## config.mk

```make
export PLATFORM = sky130hd
export DESIGN_NAME = dlsc_uart_regbridge
export DESIGN_NICKNAME = d
export VERILOG_FILES = /design/src/rtl/dlsc_uart_regbridge_pkg.sv /design/src/rtl/dlsc_uart_regbridge_timer.sv /design/src/rtl/dlsc_uart_regbridge.sv
export SDC_FILE = /design/constraint.sdc
export NUM_CORES = 1
export LEC_CHECK = 0
export CAP_MARGIN = 30
export CORE_AREA = 2 2 145 147
export DETAILED_ROUTE_END_ITERATION = 8
export DIE_AREA = 0 0 147 149
export PLACE_DENSITY = 0.46
export SLEW_MARGIN = 10
export SYNTH_ARGS = -nofsm -noshare
export SYNTH_HDL_FRONTEND = slang
export SYNTH_SLANG_ARGS = --single-unit
```

## constraint.sdc

```tcl
create_clock -name clk -period 4.2 [get_ports clk]
set_input_delay 0.84 -clock clk [delete_from_list [all_inputs] [get_ports clk]]
set_output_delay 0.84 -clock clk [all_outputs]
set_load 0.005 [all_outputs]
```

## src/rtl/dlsc_uart_regbridge_pkg.sv

```systemverilog
// Shared types and protocol constants for the UART register bridge.
package dlsc_uart_regbridge_pkg;

    typedef enum logic [2:0] {
        ST_IDLE  = 3'd0,
        ST_WDATA = 3'd1,
        ST_WRITE = 3'd2,
        ST_RREQ  = 3'd3,
        ST_RWAIT = 3'd4,
        ST_RDATA = 3'd5,
        ST_RESP  = 3'd6
    } state_t;

    localparam logic [7:0] ACK           = 8'h06;
    localparam logic [7:0] NAK           = 8'h15;
    localparam int         CMD_WRITE_BIT = 7;

endpackage

```

## src/rtl/dlsc_uart_regbridge_timer.sv

```systemverilog
// Inter-byte / read-wait watchdog: loads TIMEOUT-1 and counts down while enabled.
// Resets to zero; expired is only meaningful while en is high, and every
// entry into a counting state reloads, so the zero reset value never fires.
module dlsc_uart_regbridge_timer #(
    parameter int TIMEOUT = 1000000
) (
    input  logic clk,
    input  logic rst,
    input  logic load,
    input  logic en,
    output logic expired
);

    localparam int            CW       = $clog2(TIMEOUT);
    localparam logic [CW-1:0] LOAD_VAL = CW'(TIMEOUT - 1);

    logic [CW-1:0] count;

    // Reload on any clear request, otherwise count down to terminal zero.
    always_ff @(posedge clk or posedge rst) begin
        if (rst) begin
            count <= '0;
        end else if (load) begin
            count <= LOAD_VAL;
        end else if (en && (count != '0)) begin
            count <= count - 1'b1;
        end
    end

    assign expired = en && (count == '0);

endmodule

```

## src/rtl/dlsc_uart_regbridge.sv

```systemverilog
// UART byte protocol to local register bus bridge.
//   state    | meaning
//   IDLE     | waiting for a command byte
//   WDATA    | collecting write data bytes, LSB first
//   WRITE    | single-cycle write strobe
//   RREQ     | single-cycle read strobe
//   RWAIT    | waiting for read data
//   RDATA    | sending read data bytes, LSB first
//   RESP     | sending a single ACK/NAK byte
module dlsc_uart_regbridge
    import dlsc_uart_regbridge_pkg::*;
#(
    parameter int ADDR    = 7,
    parameter int REGW    = 32,
    parameter int TIMEOUT = 1000000
) (
    input  logic            clk,
    input  logic            rst,
    output logic            rx_pop,
    input  logic [7:0]      rx_data,
    input  logic            rx_empty,
    output logic            tx_push,
    output logic [7:0]      tx_data,
    input  logic            tx_full,
    input  logic            error_frame,
    input  logic            error_parity,
    output logic            error_clear,
    output logic [ADDR-1:0] reg_addr,
    output logic            reg_wr_en,
    output logic [REGW-1:0] reg_wr_data,
    output logic            reg_rd_en,
    input  logic            reg_rd_ready,
    input  logic [REGW-1:0] reg_rd_data,
    output logic            busy
);

    localparam int              BYTES = REGW / 8;
    localparam int              CNTW  = (BYTES > 1) ? $clog2(BYTES) : 1;
    localparam logic [CNTW-1:0] LAST  = CNTW'(BYTES - 1);

    state_t          state, state_n;
    logic [CNTW-1:0] cnt, cnt_n;
    logic [ADDR-1:0] addr_n;
    logic [REGW-1:0] wr_data_n;
    logic [REGW-1:0] rd_data, rd_data_n;
    logic [7:0]      resp, resp_n;
    logic            run;
    logic [1:0]      err_block;
    logic            err_seen;
    logic            pop, push;
    logic            tmr_load, tmr_en, tmr_expired;

    // err_block keeps a still-high sticky flag from retriggering while the core clears it
    assign err_seen = (error_frame | error_parity) && (err_block == 2'd0);
    // run holds pops off until the first clock after reset so every output idles low in reset
    assign pop      = run && !rx_empty && ((state == ST_IDLE) || (state == ST_WDATA));
    assign push     = !tx_full && ((state == ST_RDATA) || (state == ST_RESP));
    assign rx_pop   = pop;
    assign tx_push  = push;
    assign reg_wr_en = (state == ST_WRITE);
    assign reg_rd_en = (state == ST_RREQ);
    assign busy      = (state != ST_IDLE);
    assign tmr_en    = (state == ST_WDATA) || (state == ST_RWAIT);
    assign tmr_load  = pop || (state_n != state);

    dlsc_uart_regbridge_timer #(
        .TIMEOUT (TIMEOUT)
    ) u_timer (
        .clk     (clk),
        .rst     (rst),
        .load    (tmr_load),
        .en      (tmr_en),
        .expired (tmr_expired)
    );

    // Transmit byte selection from registered state.
    always_comb begin
        tx_data = 8'h00;
        case (state)
            ST_RDATA: tx_data = rd_data[8*cnt +: 8];
            ST_RESP:  tx_data = resp;
            default:  tx_data = 8'h00;
        endcase
    end

    // Next-state, byte counter and shift-register updates.
    always_comb begin
        state_n   = state;
        cnt_n     = cnt;
        addr_n    = reg_addr;
        wr_data_n = reg_wr_data;
        rd_data_n = rd_data;
        resp_n    = resp;
        case (state)
            ST_IDLE: begin
                if (pop && !err_seen) begin
                    addr_n = rx_data[ADDR-1:0];
                    cnt_n  = '0;
                    if (rx_data[CMD_WRITE_BIT]) begin
                        wr_data_n = '0;
                        state_n   = ST_WDATA;
                    end else begin
                        state_n = ST_RREQ;
                    end
                end
            end
            ST_WDATA: begin
                if (err_seen) begin
                    resp_n  = NAK;
                    state_n = ST_RESP;
                end else if (pop) begin
                    wr_data_n[8*cnt +: 8] = rx_data;
                    cnt_n = cnt + 1'b1;
                    if (cnt == LAST) begin
                        state_n = ST_WRITE;
                    end
                end else if (tmr_expired) begin
                    state_n = ST_IDLE;
                end
            end
            ST_WRITE: begin
                resp_n  = ACK;
                state_n = ST_RESP;
            end
            ST_RREQ, ST_RWAIT: begin
                if (reg_rd_ready) begin
                    rd_data_n = reg_rd_data;
                    cnt_n     = '0;
                    state_n   = ST_RDATA;
                end else if (state == ST_RREQ) begin
                    state_n = ST_RWAIT;
                end else if (tmr_expired) begin
                    resp_n  = NAK;
                    state_n = ST_RESP;
                end
            end
            ST_RDATA: begin
                if (push) begin
                    cnt_n = cnt + 1'b1;
                    if (cnt == LAST) begin
                        state_n = ST_IDLE;
                    end
                end
            end
            ST_RESP: begin
                if (push) begin
                    state_n = ST_IDLE;
                end
            end
            default: state_n = ST_IDLE;
        endcase
    end

    // FSM and datapath registers.
    always_ff @(posedge clk or posedge rst) begin
        if (rst) begin
            state       <= ST_IDLE;
            cnt         <= '0;
            reg_addr    <= '0;
            reg_wr_data <= '0;
            rd_data     <= '0;
            resp        <= 8'h00;
            run         <= 1'b0;
        end else begin
            state       <= state_n;
            cnt         <= cnt_n;
            reg_addr    <= addr_n;
            reg_wr_data <= wr_data_n;
            rd_data     <= rd_data_n;
            resp        <= resp_n;
            run         <= 1'b1;
        end
    end

    // Error-flag clear pulse followed by a short hold-off while the flag drops.
    always_ff @(posedge clk or posedge rst) begin
        if (rst) begin
            error_clear <= 1'b0;
            err_block   <= 2'd0;
        end else begin
            error_clear <= err_seen;
            if (err_seen) begin
                err_block <= 2'd3;
            end else if (err_block != 2'd0) begin
                err_block <= err_block - 2'd1;
            end
        end
    end

endmodule

```

==> flow_summary.html, run 1 <==
<table>
<tr><th>Metric</th><th>Value</th></tr>
<tr><th colspan="2">STA</th></tr>
<tr><td>Final worst-path cycle share</td><td>approximately four fifths</td></tr>
<tr><td>Slack of the critical path</td><td>about 0.85 ns</td></tr>
<tr><td>Max-slew violation total from the final report</td><td>0</td></tr>
<tr><td>Hold Fails Final Rpt</td><td>0</td></tr>
<tr><td>Setup repair after global routing missed its margin</td><td>false</td></tr>
<tr><td>Fmax</td><td>299 MHz</td></tr>
<tr><td>Minimum period implied by the final worst setup slack</td><td>roughly 3.3 ns</td></tr>
<tr><td>Finish-stage setup viols</td><td>0</td></tr>
<tr><td>WHS</td><td>about 0.50 ns</td></tr>
<tr><td>Largest clock skew in the final design</td><td>between 0.006 and 0.007 ns</td></tr>
<tr><td>Final sum of negative setup slack</td><td>0 ns</td></tr>
<tr><td>Remaining max-slew budget at the tightest pin</td><td>between 40% and 50%</td></tr>
<tr><td>Slew of the pin with the lowest slew margin</td><td>0.867 ns</td></tr>
<tr><th colspan="2">Route</th></tr>
<tr><td>Routed len/inst</td><td>~17 um</td></tr>
<tr><td>Violation count after the first detailed-route iteration</td><td>roughly 180</td></tr>
<tr><td>Antenna-violating nets left</td><td>0</td></tr>
<tr><td>Number of remaining DRC errors</td><td>0</td></tr>
<tr><td>Average via count per standard cell</td><td>4.70</td></tr>
<tr><td>Vias</td><td>between 3k and 4k</td></tr>
<tr><td>Total Wirelength</td><td>around 13,000 um</td></tr>
<tr><td>Number of search-and-repair iterations in the first detailed-routing pass</td><td>4</td></tr>
<tr><th colspan="2">Floorplanning</th></tr>
<tr><td>Effective utilization at floorplan</td><td>around 24%</td></tr>
<tr><td>Number of top-level pins</td><td>100</td></tr>
<tr><td>Number of rows in the core area</td><td>53</td></tr>
<tr><td>Die Area</td><td>roughly 22,000 um^2</td></tr>
<tr><td>Area of the core</td><td>between 20,000 and 25,000 um^2</td></tr>
<tr><td>X dimension of the die</td><td>roughly 150 um</td></tr>
<tr><td>Die height</td><td>between 100 and 150 um</td></tr>
<tr><th colspan="2">Yosys</th></tr>
<tr><td>Yosys top cell by area</td><td>sky130_fd_sc_hd__dfrtp_1</td></tr>
<tr><td>Post-synthesis sequential element count</td><td>between 100 and 150</td></tr>
<tr><td>Synth Flop Type</td><td>sky130_fd_sc_hd__dfrtp_1</td></tr>
<tr><td>Proportion of netlist area held by the largest area contributor</td><td>around 52%</td></tr>
<tr><td>Yosys warning count</td><td>0</td></tr>
<tr><td>Post-synth ARST share</td><td>between 90% and 100%</td></tr>
<tr><td>Syn_area_per_cell</td><td>roughly 12 um^2</td></tr>
<tr><td>Most repeated cell in the gate-level netlist after synthesis</td><td>sky130_fd_sc_hd__dfrtp_1</td></tr>
<tr><td>Sequential cell area fraction in the yosys report</td><td>~52%</td></tr>
<tr><td>Post-synthesis instance area</td><td>~5000 um^2</td></tr>
<tr><td>Mapped Nets</td><td>478</td></tr>
<tr><td>Number of enable-type register cells in the synthesized netlist</td><td>0</td></tr>
<tr><td>Top cell types by occurrence after synthesis</td><td>103 x sky130_fd_sc_hd__dfrtp_1, 41 x sky130_fd_sc_hd__mux2_2, 24 x sky130_fd_sc_hd__a22o_1</td></tr>
<tr><td>Synth unique cells</td><td>62</td></tr>
<tr><td>Cell types with the largest area share after synthesis</td><td>sky130_fd_sc_hd__dfrtp_1 52%, sky130_fd_sc_hd__mux2_2 9.3%, sky130_fd_sc_hd__a22o_1 4.2%</td></tr>
<tr><td>Synth Instances</td><td>roughly 420</td></tr>
<tr><th colspan="2">Pwr</th></tr>
<tr><td>Power share of the combinational group</td><td>39.0%</td></tr>
<tr><td>Int Power</td><td>~0.0026 W</td></tr>
<tr><td>Net Switching</td><td>roughly 0.0013 W</td></tr>
<tr><td>Power density over the cells</td><td>582 nW/um^2</td></tr>
<tr><td>Max VDD drop</td><td>about 0.22 mV</td></tr>
<tr><td>Clock group share of total power</td><td>between 20% and 30%</td></tr>
<tr><td>Leakage component of the power</td><td>about 2.6 nW</td></tr>
<tr><td>Switching part of the total power</td><td>between 30% and 40%</td></tr>
<tr><td>Share of power burned in registers</td><td>between 30% and 40%</td></tr>
<tr><th colspan="2">Cells and area</th></tr>
<tr><td>Area growth from synthesis to layout</td><td>33.0%</td></tr>
<tr><td>Number of diodes added for antenna fixing</td><td>0</td></tr>
<tr><td>Share of cells above drive strength 1</td><td>between 10% and 20%</td></tr>
<tr><td>Number of nets at the end of the flow</td><td>~570</td></tr>
<tr><th colspan="2">Global routing</th></tr>
<tr><td>Pin count of the biggest net entering global routing</td><td>62</td></tr>
<tr><td>Gr usage total</td><td>about 12%</td></tr>
<tr><td>Final global-route overflow total</td><td>0</td></tr>
<tr><td>Number of antenna violations at the first check in global routing</td><td>0</td></tr>
<tr><td>Wire length of the first global-routing pass</td><td>approximately 21,000 um</td></tr>
<tr><td>Number of global-route vias before repair</td><td>3,903</td></tr>
<tr><th colspan="2">Clock tree</th></tr>
<tr><td>Post-CTS setup buffer count</td><td>0</td></tr>
<tr><td>Number of buffers created by CTS</td><td>9</td></tr>
<tr><td>CTS tree</td><td>done</td></tr>
<tr><td>Clock network latency to the later pin of the worst-skew pair</td><td>~0.34 ns</td></tr>
<tr><td>Maximum level of the CTS H-tree</td><td>3</td></tr>
<tr><td>Register clock-pin slew on the reported worst setup and hold paths</td><td>0.07 ns</td></tr>
<tr><td>Clock Sinks</td><td>a little over 100</td></tr>
<tr><td>Number of buffers added to fix hold violations after cts</td><td>0</td></tr>
<tr><td>Clock tree buffer depth</td><td>2</td></tr>
<tr><td>Total of cells resized after clock tree synthesis</td><td>0</td></tr>
<tr><td>Clock tree root buffer cell</td><td>sky130_fd_sc_hd__clkbuf_16</td></tr>
<tr><th colspan="2">Setup path</th></tr>
<tr><td>Critical path data arrival time</td><td>approximately 2.5 ns</td></tr>
<tr><td>Crit path capture type</td><td>output pin</td></tr>
<tr><td>Startpoint-to-endpoint class of the critical path</td><td>flip-flop to output pin</td></tr>
<tr><td>Data required time at the worst endpoint</td><td>approximately 3.4 ns</td></tr>
<tr><td>Setup slack, reg-to-reg</td><td>1.50 ns</td></tr>
<tr><td>Worst-path maximum fanout</td><td>19</td></tr>
<tr><td>Element type at the critical path start</td><td>flip-flop</td></tr>
<tr><th colspan="2">Placed design</th></tr>
<tr><td>Global placer's final weighted congestion</td><td>between 0.8 and 0.9</td></tr>
<tr><td>Post-detailed-placement half-perimeter wirelength</td><td>between 9000 and 10,000 um</td></tr>
<tr><td>Port-buffer cells</td><td>99</td></tr>
<tr><td>Pre-CTS worst setup slack</td><td>0.994 ns</td></tr>
<tr><th colspan="2">Min path</th></tr>
<tr><td>Hold Crit Class</td><td>flip-flop to flip-flop</td></tr>
<tr><th colspan="2">Job</th></tr>
<tr><td>MaxCap Viol Count</td><td>0</td></tr>
<tr><th colspan="2">Outcome</th></tr>
<tr><td>Status</td><td>completed</td></tr>
</table>
[final timing paths]
path	start	to	depth (start not counted)
worst max-delay path	state[1]$_DFF_PP0_	tx_data[0]	5
worst min-delay path	resp[2]$_DFFE_PP0P_	resp[2]$_DFFE_PP0P_	1
worst max register to register	state[2]$_DFF_PP0_	rd_data[1]$_DFFE_PP0P_	3
worst min register to register	resp[2]$_DFFE_PP0P_	resp[2]$_DFFE_PP0P_	1
max in group asynchronous	rst	u_timer.count[14]$_DFFE_PP0P_	4
min in group asynchronous	rst	rd_data[24]$_DFFE_PP0P_	2
[kinds of logic (layout without fill, tap and decap cells)]
| group | Yosys count | count (layout) | synth area share (%) |
|---|---|---|---|
| flops | 103 | 103 | 51.7 |
| mux | 50 | 50 | 13.1 |
| fa+ha+maj | 7 | 7 | 1.76 |
| xor+xnor | 13 | 13 | 2.28 |
| simple gates | 113 | 113 | 14.4 |
| compound gates | 93 | 93 | 13.2 |
| buf+inv | 44 | 145 | 3.59 |
| other cells | 1 | 1 | 0.0752 |
[registers in the layout (all words and copies together) (netlist names)]
register / count
error_clear: 1
resp: 3
rd_data: 32
err_block: 2
u_timer.count: 20
reg_wr_data: 32
state: 3
reg_addr: 7
run: 1
cnt: 2
[cell usage in the layout, fill, tap and decap left out, drive strengths merged, types with 7 or more instances in the layout]
cell / n
a22o: 24
ha: 7
xor2: 9
dfrtp: 103
mux4: 8
a21oi: 11
clkbuf: 12
or3: 10
nor2: 17
buf: 8
nor3: 14
nand2: 15
mux2: 41
inv: 23
o21ai: 28
nand3: 18
clkdlybuf4s50: 99
[critical path: stages, from the launching register on]
cell	delay, ns
sky130_fd_sc_hd__dfrtp_1	0.75
sky130_fd_sc_hd__inv_1	0.22
sky130_fd_sc_hd__nor2_1	0.33
sky130_fd_sc_hd__nand2_1	0.15
sky130_fd_sc_hd__a21oi_1	0.18
sky130_fd_sc_hd__clkdlybuf4s50_1	0.53
[routing by layer]
metal	track usage (%)	wire length, um
met1	15.8	5980
met2	20.3	6250
met3	3.33	726
met4	4.57	249
met5	0	0
[per-stage QoR]
step / utilization [%] / instances / power (W) / area (um^2)
CTS: 32.2 / 799 / 0.00391 / 6620
finish: 32.3 / 800 / 0.00386 / 6640
global route: 32.3 / 800 / 0.00413 / 6640
detailed placement: 30.7 / 783 / 0.00300 / 6300
global placement: 30.5 / 782 / 0.00297 / 6270
floorplan: - / 424 / 0.00240 / 4990
[area by class of cell]
cell class              instances  area [um^2]
flip-flops and latches        103         2580
clock inverters                 4         51.3
repair buffers                107         1080
inverters                      22         85.1
multi-input cells             277         2230
fillers                      2121        13900
clock buffers                  12          267
well taps                     275          344
[power by group through the flow]
stage	logic [W]	clock network, W	registers [W]
after global placement	0.00145	0	0.00151
after floorplan	0.000988	0	0.00141
after detailed placement	0.00148	0	0.00152
final	0.00151	0.000888	0.00147
after global routing	0.00166	0.000961	0.00151
after CTS	0.00149	0.000923	0.00150
Power figures use the tool's default switching activity.
==> run 2: changes to the inputs <==
Settings changed: PLACE_DENSITY 0.46 to 0.48.
Clock period 4.2 ns to 2.95 ns, I/O delays scaled along.
==> flow_summary.html, run 2 (synthesized netlist as in run 1, its figures left out) <==
<table>
<tr><th>Metric</th><th>Value</th></tr>
<tr><th colspan="2">Route</th></tr>
<tr><td>Antenna-violating nets left</td><td>0 (unchanged)</td></tr>
<tr><td>Vias</td><td>3,767 (+0.24%)</td></tr>
<tr><td>Violation count after the first detailed-route iteration</td><td>189 (+7.4%)</td></tr>
<tr><td>Total Wirelength</td><td>13,000 um (-1.4%)</td></tr>
<tr><td>Routed len/inst</td><td>16.1 um (-2.7%)</td></tr>
<tr><td>Number of remaining DRC errors</td><td>0 (unchanged)</td></tr>
<tr><td>Average via count per standard cell</td><td>4.64 (-1.1%)</td></tr>
<tr><td>Number of search-and-repair iterations in the first detailed-routing pass</td><td>4 (unchanged)</td></tr>
<tr><th colspan="2">Cells and area</th></tr>
<tr><td>Most frequent standard cell in the layout excluding fill and tap cells</td><td>sky130_fd_sc_hd__dfrtp_1</td></tr>
<tr><td>Share of cells above drive strength 1</td><td>19.2% (+1.5 points)</td></tr>
<tr><td>Area growth from synthesis to layout</td><td>34.8%</td></tr>
<tr><td>Commonest cells after routing, fill and taps aside</td><td>103 x sky130_fd_sc_hd__dfrtp_1, 99 x sky130_fd_sc_hd__clkdlybuf4s50_1, 41 x sky130_fd_sc_hd__mux2_2</td></tr>
<tr><td>Final standard cell area without fillers</td><td>6720 um^2 (+1.3%)</td></tr>
<tr><td>Number of diodes added for antenna fixing</td><td>0 (unchanged)</td></tr>
<tr><td>Number of inserted filler cells in the final layout</td><td>2,156 (+1.7%)</td></tr>
<tr><td>Number of nets at the end of the flow</td><td>585 (+1.9%)</td></tr>
<tr><td>Top flop regs</td><td>rd_data (32), reg_wr_data (32), u_timer.count (20)</td></tr>
<tr><th colspan="2">Placed design</th></tr>
<tr><td>Global placer's final weighted congestion</td><td>0.803 (-3.0%)</td></tr>
<tr><td>Post-detailed-placement half-perimeter wirelength</td><td>9600 um (-0.57%)</td></tr>
<tr><td>Port-buffer cells</td><td>99 (unchanged)</td></tr>
<tr><td>Placed cell area</td><td>6410 um^2 (+1.7%)</td></tr>
<tr><th colspan="2">Global routing</th></tr>
<tr><td>Gr usage total</td><td>12.5% (+0.075 points)</td></tr>
<tr><td>Met1 Resource Use GR</td><td>16.2% (+0.36 points)</td></tr>
<tr><td>Pin count of the biggest net entering global routing</td><td>104 (+68%)</td></tr>
<tr><td>Number of global-route vias before repair</td><td>3,967 (+1.6%)</td></tr>
<tr><td>Final global-route overflow total</td><td>0 (unchanged)</td></tr>
<tr><td>M2 GR Usage</td><td>20.3% (+0.023 points)</td></tr>
<tr><td>Met3 GRT Util</td><td>2.84% (-0.49 points)</td></tr>
<tr><td>Number of antenna violations at the first check in global routing</td><td>0 (unchanged)</td></tr>
<tr><td>Wire length of the first global-routing pass</td><td>21,500 um (+0.68%)</td></tr>
<tr><td>Most heavily used metal layer in global routing</td><td>met2</td></tr>
<tr><th colspan="2">STA</th></tr>
<tr><td>Slew of the pin with the lowest slew margin</td><td>0.724 ns (-0.143 ns)</td></tr>
<tr><td>Setup repair after global routing missed its margin</td><td>false</td></tr>
<tr><td>Remaining max-slew budget at the tightest pin</td><td>51.7% (+9.5 points)</td></tr>
<tr><td>Minimum period implied by the final worst setup slack</td><td>approximately 2.8 ns</td></tr>
<tr><td>Fmax</td><td>roughly 360 MHz</td></tr>
<tr><td>Finish-stage setup viols</td><td>0 (unchanged)</td></tr>
<tr><td>Final worst-path cycle share</td><td>a little over 90%</td></tr>
<tr><td>Hold Fails Final Rpt</td><td>0 (unchanged)</td></tr>
<tr><td>Final sum of negative setup slack</td><td>0 ns (unchanged)</td></tr>
<tr><td>Largest clock skew in the final design</td><td>0.00972 ns (+0.00334 ns)</td></tr>
<tr><td>Max-slew violation total from the final report</td><td>0 (unchanged)</td></tr>
<tr><th colspan="2">Min path</th></tr>
<tr><td>Hold Crit Class</td><td>flip-flop to flip-flop</td></tr>
<tr><th colspan="2">Clock tree</th></tr>
<tr><td>Total of cells resized after clock tree synthesis</td><td>0 (unchanged)</td></tr>
<tr><td>Clock tree buffer depth</td><td>2 (unchanged)</td></tr>
<tr><td>Maximum level of the CTS H-tree</td><td>3 (unchanged)</td></tr>
<tr><td>Number of buffers created by CTS</td><td>9 (unchanged)</td></tr>
<tr><td>CTS tree</td><td>done</td></tr>
<tr><td>Clock network latency to the later pin of the worst-skew pair</td><td>0.35 ns (about the same)</td></tr>
<tr><td>Number of buffers added to fix hold violations after cts</td><td>0 (unchanged)</td></tr>
<tr><td>Clock Sinks</td><td>103 (unchanged)</td></tr>
<tr><td>Post-CTS setup buffer count</td><td>0 (unchanged)</td></tr>
<tr><td>Clock tree root buffer cell</td><td>sky130_fd_sc_hd__clkbuf_16</td></tr>
<tr><td>Register clock-pin slew on the reported worst setup and hold paths</td><td>0.07 ns (about the same)</td></tr>
<tr><th colspan="2">Pwr</th></tr>
<tr><td>Max VDD drop</td><td>0.352 mV (+59%)</td></tr>
<tr><td>Power density over the cells</td><td>831 nW/um^2 (+43%)</td></tr>
<tr><td>Leakage component of the power</td><td>2.69 nW (+2.1%)</td></tr>
<tr><th colspan="2">Floorplanning</th></tr>
<tr><td>Number of rows in the core area</td><td>53 (unchanged)</td></tr>
<tr><td>Number of top-level pins</td><td>100 (unchanged)</td></tr>
<tr><td>Effective utilization at floorplan</td><td>24.3% (unchanged)</td></tr>
<tr><td>Die Area</td><td>21,900 um^2 (unchanged)</td></tr>
<tr><td>Area of the core</td><td>20,600 um^2 (unchanged)</td></tr>
<tr><td>Die height</td><td>149 um (unchanged)</td></tr>
<tr><td>X dimension of the die</td><td>147 um (unchanged)</td></tr>
<tr><th colspan="2">Setup path</th></tr>
<tr><td>CP max stage delay</td><td>0.74 ns (about the same)</td></tr>
<tr><td>Cells along the critical path</td><td>inv_1, nor2_1, clkdlybuf4s50_1</td></tr>
<tr><td>Startpoint-to-endpoint class of the critical path</td><td>flip-flop to output pin</td></tr>
<tr><td>Slowest-stage cell, CP</td><td>sky130_fd_sc_hd__dfrtp_1</td></tr>
<tr><td>Data required time at the worst endpoint</td><td>2.36 ns (-1.00 ns)</td></tr>
<tr><td>Worst-path maximum fanout</td><td>15 (-4)</td></tr>
<tr><td>Critical path data arrival time</td><td>2.17 ns (-0.34 ns)</td></tr>
<tr><td>Crit path capture type</td><td>output pin</td></tr>
<tr><td>Element type at the critical path start</td><td>flip-flop</td></tr>
<tr><th colspan="2">Job</th></tr>
<tr><td>MaxCap Viol Count</td><td>0 (unchanged)</td></tr>
<tr><th colspan="2">Outcome</th></tr>
<tr><td>Status</td><td>completed</td></tr>
</table>
-- run 2: cell types whose count changed in the layout (fill, tap and decap cells not counted), sizes merged --
cell / previous run / this run
buf: 8 / 19
clkinv: 1 / 3
inv: 23 / 22
clkbuf: 12 / 10
bufinv: 1 / 2
-- run 2: cell type report --
type / count / area (um^2) / share of cell area [%]
Timing Repair Buffer: 118 / 1170 / 17.4
Clock inverter: 6 / 83.8 / 1.25
Multi-Input combinational cell: 277 / 2230 / 33.2
Sequential cell: 103 / 2580 / 38.3
Clock buffer: 10 / 229 / 3.41
Tap cell: 275 / 344 / 5.12
Inverter: 22 / 86.3 / 1.28
-- run 2: per-layer routing --
metal | vias to the layer above | part of all wire [%]
met5 | - | 0
met2 | 71 | 49
met4 | 0 | 1.9
li1 | 1783 | -
met3 | 15 | 4.0
met1 | 1898 | 45
-- run 2: path summary, 6_finish.rpt --
path	from	end	slack (ns)	cells after the start
worst max-delay path	state[2]$_DFF_PP0_	tx_data[1]	0.19	3
worst min-delay path	resp[2]$_DFFE_PP0P_	resp[2]$_DFFE_PP0P_	0.48	1
worst max register to register	state[2]$_DFF_PP0_	u_timer.count[15]$_DFFE_PP0P_	0.55	5
worst min register to register	resp[2]$_DFFE_PP0P_	resp[2]$_DFFE_PP0P_	0.48	1
max in group asynchronous	rst	u_timer.count[16]$_DFFE_PP0P_	1.78	3
min in group asynchronous	rst	rd_data[16]$_DFFE_PP0P_	0.76	3
-- run 2: through the flow --
stage | cells | utilization, % | hold slack [ns] | setup slack [ns] | total power [W]
global route | 811 | 32.7 | 0.498 | 0.108 | 0.00597
detailed placement | 795 | 31.2 | 0.465 | 0.0905 | 0.00438
global placement | 795 | 31.2 | 0.473 | 0.241 | 0.00433
CTS | 811 | 32.7 | 0.487 | 0.144 | 0.00568
floorplan | 424 | - | 0.439 | 0.716 | 0.00342
finish | 811 | 32.7 | 0.483 | 0.193 | 0.00559
-- run 2: critical path: cells and delay by family, from the launching register on --
family                 cells  cell delay [ns]
and+or+nand+nor            1             0.25
DFF                        1             0.74
buffers and inverters      2             0.83
-- run 2: report_power, final --
group / switching, W / internal, W / leakage, nW
Sequential: 0.000260 / 0.00182 / 1.27
Clock: 0.000519 / 0.000743 / 0.157
Combinational: 0.00102 / 0.00123 / 1.27
Total: 0.00180 / 0.00379 / 2.69
==> run 3: changes to the inputs <==
Settings changed: CORE_AREA 2 2 145 147 to 2 2 103 205, DIE_AREA 0 0 147 149 to 0 0 105 207.
==> flow_summary.html, run 3 (synthesized netlist as in run 1, its figures left out) <==
<table>
<tr><th>Metric</th><th>Value</th></tr>
<tr><th colspan="2">Floorplanning</th></tr>
<tr><td>X dimension of the die</td><td>105 um (-29%)</td></tr>
<tr><td>Number of top-level pins</td><td>100 (unchanged)</td></tr>
<tr><td>Die height</td><td>207 um (+39%)</td></tr>
<tr><td>Effective utilization at floorplan</td><td>24.7% (+0.45 points)</td></tr>
<tr><td>Area of the core</td><td>20,200 um^2 (-1.8%)</td></tr>
<tr><td>Die Area</td><td>21,700 um^2 (-0.77%)</td></tr>
<tr><td>Number of rows in the core area</td><td>74 (+40%)</td></tr>
<tr><th colspan="2">Global routing</th></tr>
<tr><td>Final global-route overflow total</td><td>0 (unchanged)</td></tr>
<tr><td>Gr usage total</td><td>12.2% (-0.26 points)</td></tr>
<tr><td>Number of antenna violations at the first check in global routing</td><td>0 (unchanged)</td></tr>
<tr><td>Number of global-route vias before repair</td><td>3,864 (-2.6%)</td></tr>
<tr><td>Pin count of the biggest net entering global routing</td><td>54 (-48%)</td></tr>
<tr><td>Wire length of the first global-routing pass</td><td>21,300 um (-0.84%)</td></tr>
<tr><th colspan="2">Clock tree</th></tr>
<tr><td>Number of buffers created by CTS</td><td>9 (unchanged)</td></tr>
<tr><td>Clock tree root buffer cell</td><td>sky130_fd_sc_hd__clkbuf_16</td></tr>
<tr><td>Maximum level of the CTS H-tree</td><td>3 (unchanged)</td></tr>
<tr><td>Register clock-pin slew on the reported worst setup and hold paths</td><td>0.07 ns (about the same)</td></tr>
<tr><td>CTS tree</td><td>done</td></tr>
<tr><td>Clock Sinks</td><td>103 (unchanged)</td></tr>
<tr><td>Clock tree buffer depth</td><td>2 (unchanged)</td></tr>
<tr><td>Clock network latency to the later pin of the worst-skew pair</td><td>0.35 ns (about the same)</td></tr>
<tr><th colspan="2">Pwr</th></tr>
<tr><td>Max VDD drop</td><td>0.364 mV (+3.6%)</td></tr>
<tr><td>Leakage component of the power</td><td>2.69 nW (about the same)</td></tr>
<tr><td>Power density over the cells</td><td>821 nW/um^2 (-1.2%)</td></tr>
<tr><th colspan="2">Setup path</th></tr>
<tr><td>CP max stage delay</td><td>0.55 ns (-0.19 ns)</td></tr>
<tr><td>Worst-path maximum fanout</td><td>9 (-6)</td></tr>
<tr><td>Dominant delay contributor by cell family on the critical path</td><td>flip-flops</td></tr>
<tr><td>Number of stages on the worst setup path</td><td>4 (+1)</td></tr>
<tr><td>Crit path capture type</td><td>output pin</td></tr>
<tr><td>Number of buffer and inverter instances along the worst setup path</td><td>1 (-1)</td></tr>
<tr><td>Element type at the critical path start</td><td>flip-flop</td></tr>
<tr><td>Data required time at the worst endpoint</td><td>2.36 ns (about the same)</td></tr>
<tr><td>Critical path data arrival time</td><td>2.13 ns (-0.04 ns)</td></tr>
<tr><td>Slowest-stage cell, CP</td><td>sky130_fd_sc_hd__dfrtp_2</td></tr>
<tr><td>Cells along the critical path</td><td>mux4_2, a22oi_1, nor2_1, clkdlybuf4s50_1</td></tr>
<tr><td>Cell depth of the worst flop-to-flop path</td><td>6 (+1)</td></tr>
<tr><td>Startpoint-to-endpoint class of the critical path</td><td>flip-flop to output pin</td></tr>
<tr><th colspan="2">Route</th></tr>
<tr><td>Average via count per standard cell</td><td>4.64 (-0.10%)</td></tr>
<tr><td>Routed len/inst</td><td>16.1 um (+0.10%)</td></tr>
<tr><td>Total Wirelength</td><td>12,900 um (-0.88%)</td></tr>
<tr><td>Violation count after the first detailed-route iteration</td><td>153 (-19%)</td></tr>
<tr><td>Vias</td><td>3,726 (-1.1%)</td></tr>
<tr><td>Number of remaining DRC errors</td><td>0 (unchanged)</td></tr>
<tr><td>Antenna-violating nets left</td><td>0 (unchanged)</td></tr>
<tr><td>Number of search-and-repair iterations in the first detailed-routing pass</td><td>4 (unchanged)</td></tr>
<tr><th colspan="2">Cells and area</th></tr>
<tr><td>Share of cells above drive strength 1</td><td>19.7% (+0.52 points)</td></tr>
<tr><td>Number of inserted filler cells in the final layout</td><td>2,106 (-2.3%)</td></tr>
<tr><td>Most frequent standard cell in the layout excluding fill and tap cells</td><td>sky130_fd_sc_hd__dfrtp_1</td></tr>
<tr><td>Number of nets at the end of the flow</td><td>586 (+0.17%)</td></tr>
<tr><td>Final core area utilization</td><td>33.3% (+0.61 points)</td></tr>
<tr><td>Area growth from synthesis to layout</td><td>34.8% (about the same)</td></tr>
<tr><td>Commonest cells after routing, fill and taps aside</td><td>102 x sky130_fd_sc_hd__dfrtp_1, 99 x sky130_fd_sc_hd__clkdlybuf4s50_1, 41 x sky130_fd_sc_hd__mux2_2</td></tr>
<tr><td>Number of diodes added for antenna fixing</td><td>0 (unchanged)</td></tr>
<tr><td>Top flop regs</td><td>rd_data (32), reg_wr_data (32), u_timer.count (20)</td></tr>
<tr><th colspan="2">STA</th></tr>
<tr><td>Slew of the pin with the lowest slew margin</td><td>0.612 ns (-0.112 ns)</td></tr>
<tr><td>Final sum of negative setup slack</td><td>0 ns (unchanged)</td></tr>
<tr><td>Largest clock skew in the final design</td><td>0.0124 ns (+0.00272 ns)</td></tr>
<tr><td>Hold Fails Final Rpt</td><td>0 (unchanged)</td></tr>
<tr><td>Remaining max-slew budget at the tightest pin</td><td>58.9% (+7.2 points)</td></tr>
<tr><td>Fmax</td><td>367 MHz (+1.2%)</td></tr>
<tr><td>Setup repair after global routing missed its margin</td><td>false</td></tr>
<tr><td>Max-slew violation total from the final report</td><td>0 (unchanged)</td></tr>
<tr><td>Finish-stage setup viols</td><td>0 (unchanged)</td></tr>
<tr><td>Final worst-path cycle share</td><td>92.3% (-1.1 points)</td></tr>
<tr><td>Minimum period implied by the final worst setup slack</td><td>2.72 ns (-0.0337 ns)</td></tr>
<tr><th colspan="2">Min path</th></tr>
<tr><td>Hold-critical path depth</td><td>1 (unchanged)</td></tr>
<tr><td>Hold Crit Class</td><td>flip-flop to flip-flop</td></tr>
<tr><th colspan="2">Job</th></tr>
<tr><td>MaxCap Viol Count</td><td>0 (unchanged)</td></tr>
<tr><th colspan="2">Placed design</th></tr>
<tr><td>Port-buffer cells</td><td>99 (unchanged)</td></tr>
<tr><td>Global placer's final weighted congestion</td><td>0.759 (-5.4%)</td></tr>
<tr><td>Post-detailed-placement half-perimeter wirelength</td><td>9500 um (-1.0%)</td></tr>
<tr><th colspan="2">Outcome</th></tr>
<tr><td>Status</td><td>completed</td></tr>
</table>
[run 3: cell count changes in the layout (fill, tap and decap cells not counted), sizes merged]
cell	change
buf	+1
inv	+3
bufinv	-2
clkbuf	-1
[run 3: per-layer routing]
layer / share of wire [%] / GRT usage (%)
met3: 7.2 / 3.93
met1: 45 / 16.2
met4: 1.3 / 3.40
met2: 47 / 19.1
met5: 0 / 0
[run 3: cell type report]
cell class	instances	area, um^2	area share [%]
timing repair buffer	119	1180	17.5
multi-input combinational	277	2230	33.2
clock buffer	9	225	3.35
tap	266	333	4.95
clock inverter	7	91.3	1.36
inverter	22	86.3	1.28
sequential	103	2580	38.3
[run 3: timing repair]
item / in CTS / in global routing
resized for setup: 1 / 0
buffers inserted: 0 / 0
hold buffers: 0 / 0
setup endpoints to repair: 1 / 0
[run 3: power breakdown]
part / total, W / switching, W / internal, W
clock network: 0.00124 / 0.000619 / 0.000616
registers: 0.00209 / 0.000270 / 0.00182
logic: 0.00220 / 0.000982 / 0.00121
total: 0.00552 / 0.00187 / 0.00365
[run 3: worst paths after layout]
check,from,slack (ns),end
max in group asynchronous,rst,2.00,u_timer.count[13]$_DFFE_PP0P_
min,resp[2]$_DFFE_PP0P_,0.50,resp[2]$_DFFE_PP0P_
min in group asynchronous,rst,0.68,rd_data[8]$_DFFE_PP0P_
min reg2reg,resp[2]$_DFFE_PP0P_,0.50,resp[2]$_DFFE_PP0P_
max reg2reg,u_timer.count[0]$_DFFE_PP0P_,0.57,resp[1]$_DFFE_PP0P_
max,cnt[0]$_DFFE_PP0P_,0.23,tx_data[1]
[run 3: per-stage QoR]
step | worst slack (ns) | instance area [um^2] | hold slack (ns) | power (W) | instances
floorplan | 0.716 | 4990 | 0.439 | 0.00342 | 424
global placement | 0.305 | 6410 | 0.485 | 0.00433 | 787
detailed placement | 0.267 | 6410 | 0.472 | 0.00435 | 787
CTS | 0.169 | 6730 | 0.500 | 0.00562 | 803
global route | 0.0635 | 6730 | 0.524 | 0.00593 | 803
finish | 0.227 | 6730 | 0.499 | 0.00552 | 803
[run 3: worst reg2reg max path: stages, from the launching register on]
cell and delay [ns]:
sky130_fd_sc_hd__dfrtp_1 0.41, sky130_fd_sc_hd__inv_1 0.13, sky130_fd_sc_hd__ha_1 0.16, sky130_fd_sc_hd__or4b_1 0.74, sky130_fd_sc_hd__or3_1 0.44, sky130_fd_sc_hd__a21oi_1 0.26, sky130_fd_sc_hd__o22ai_1 0.13
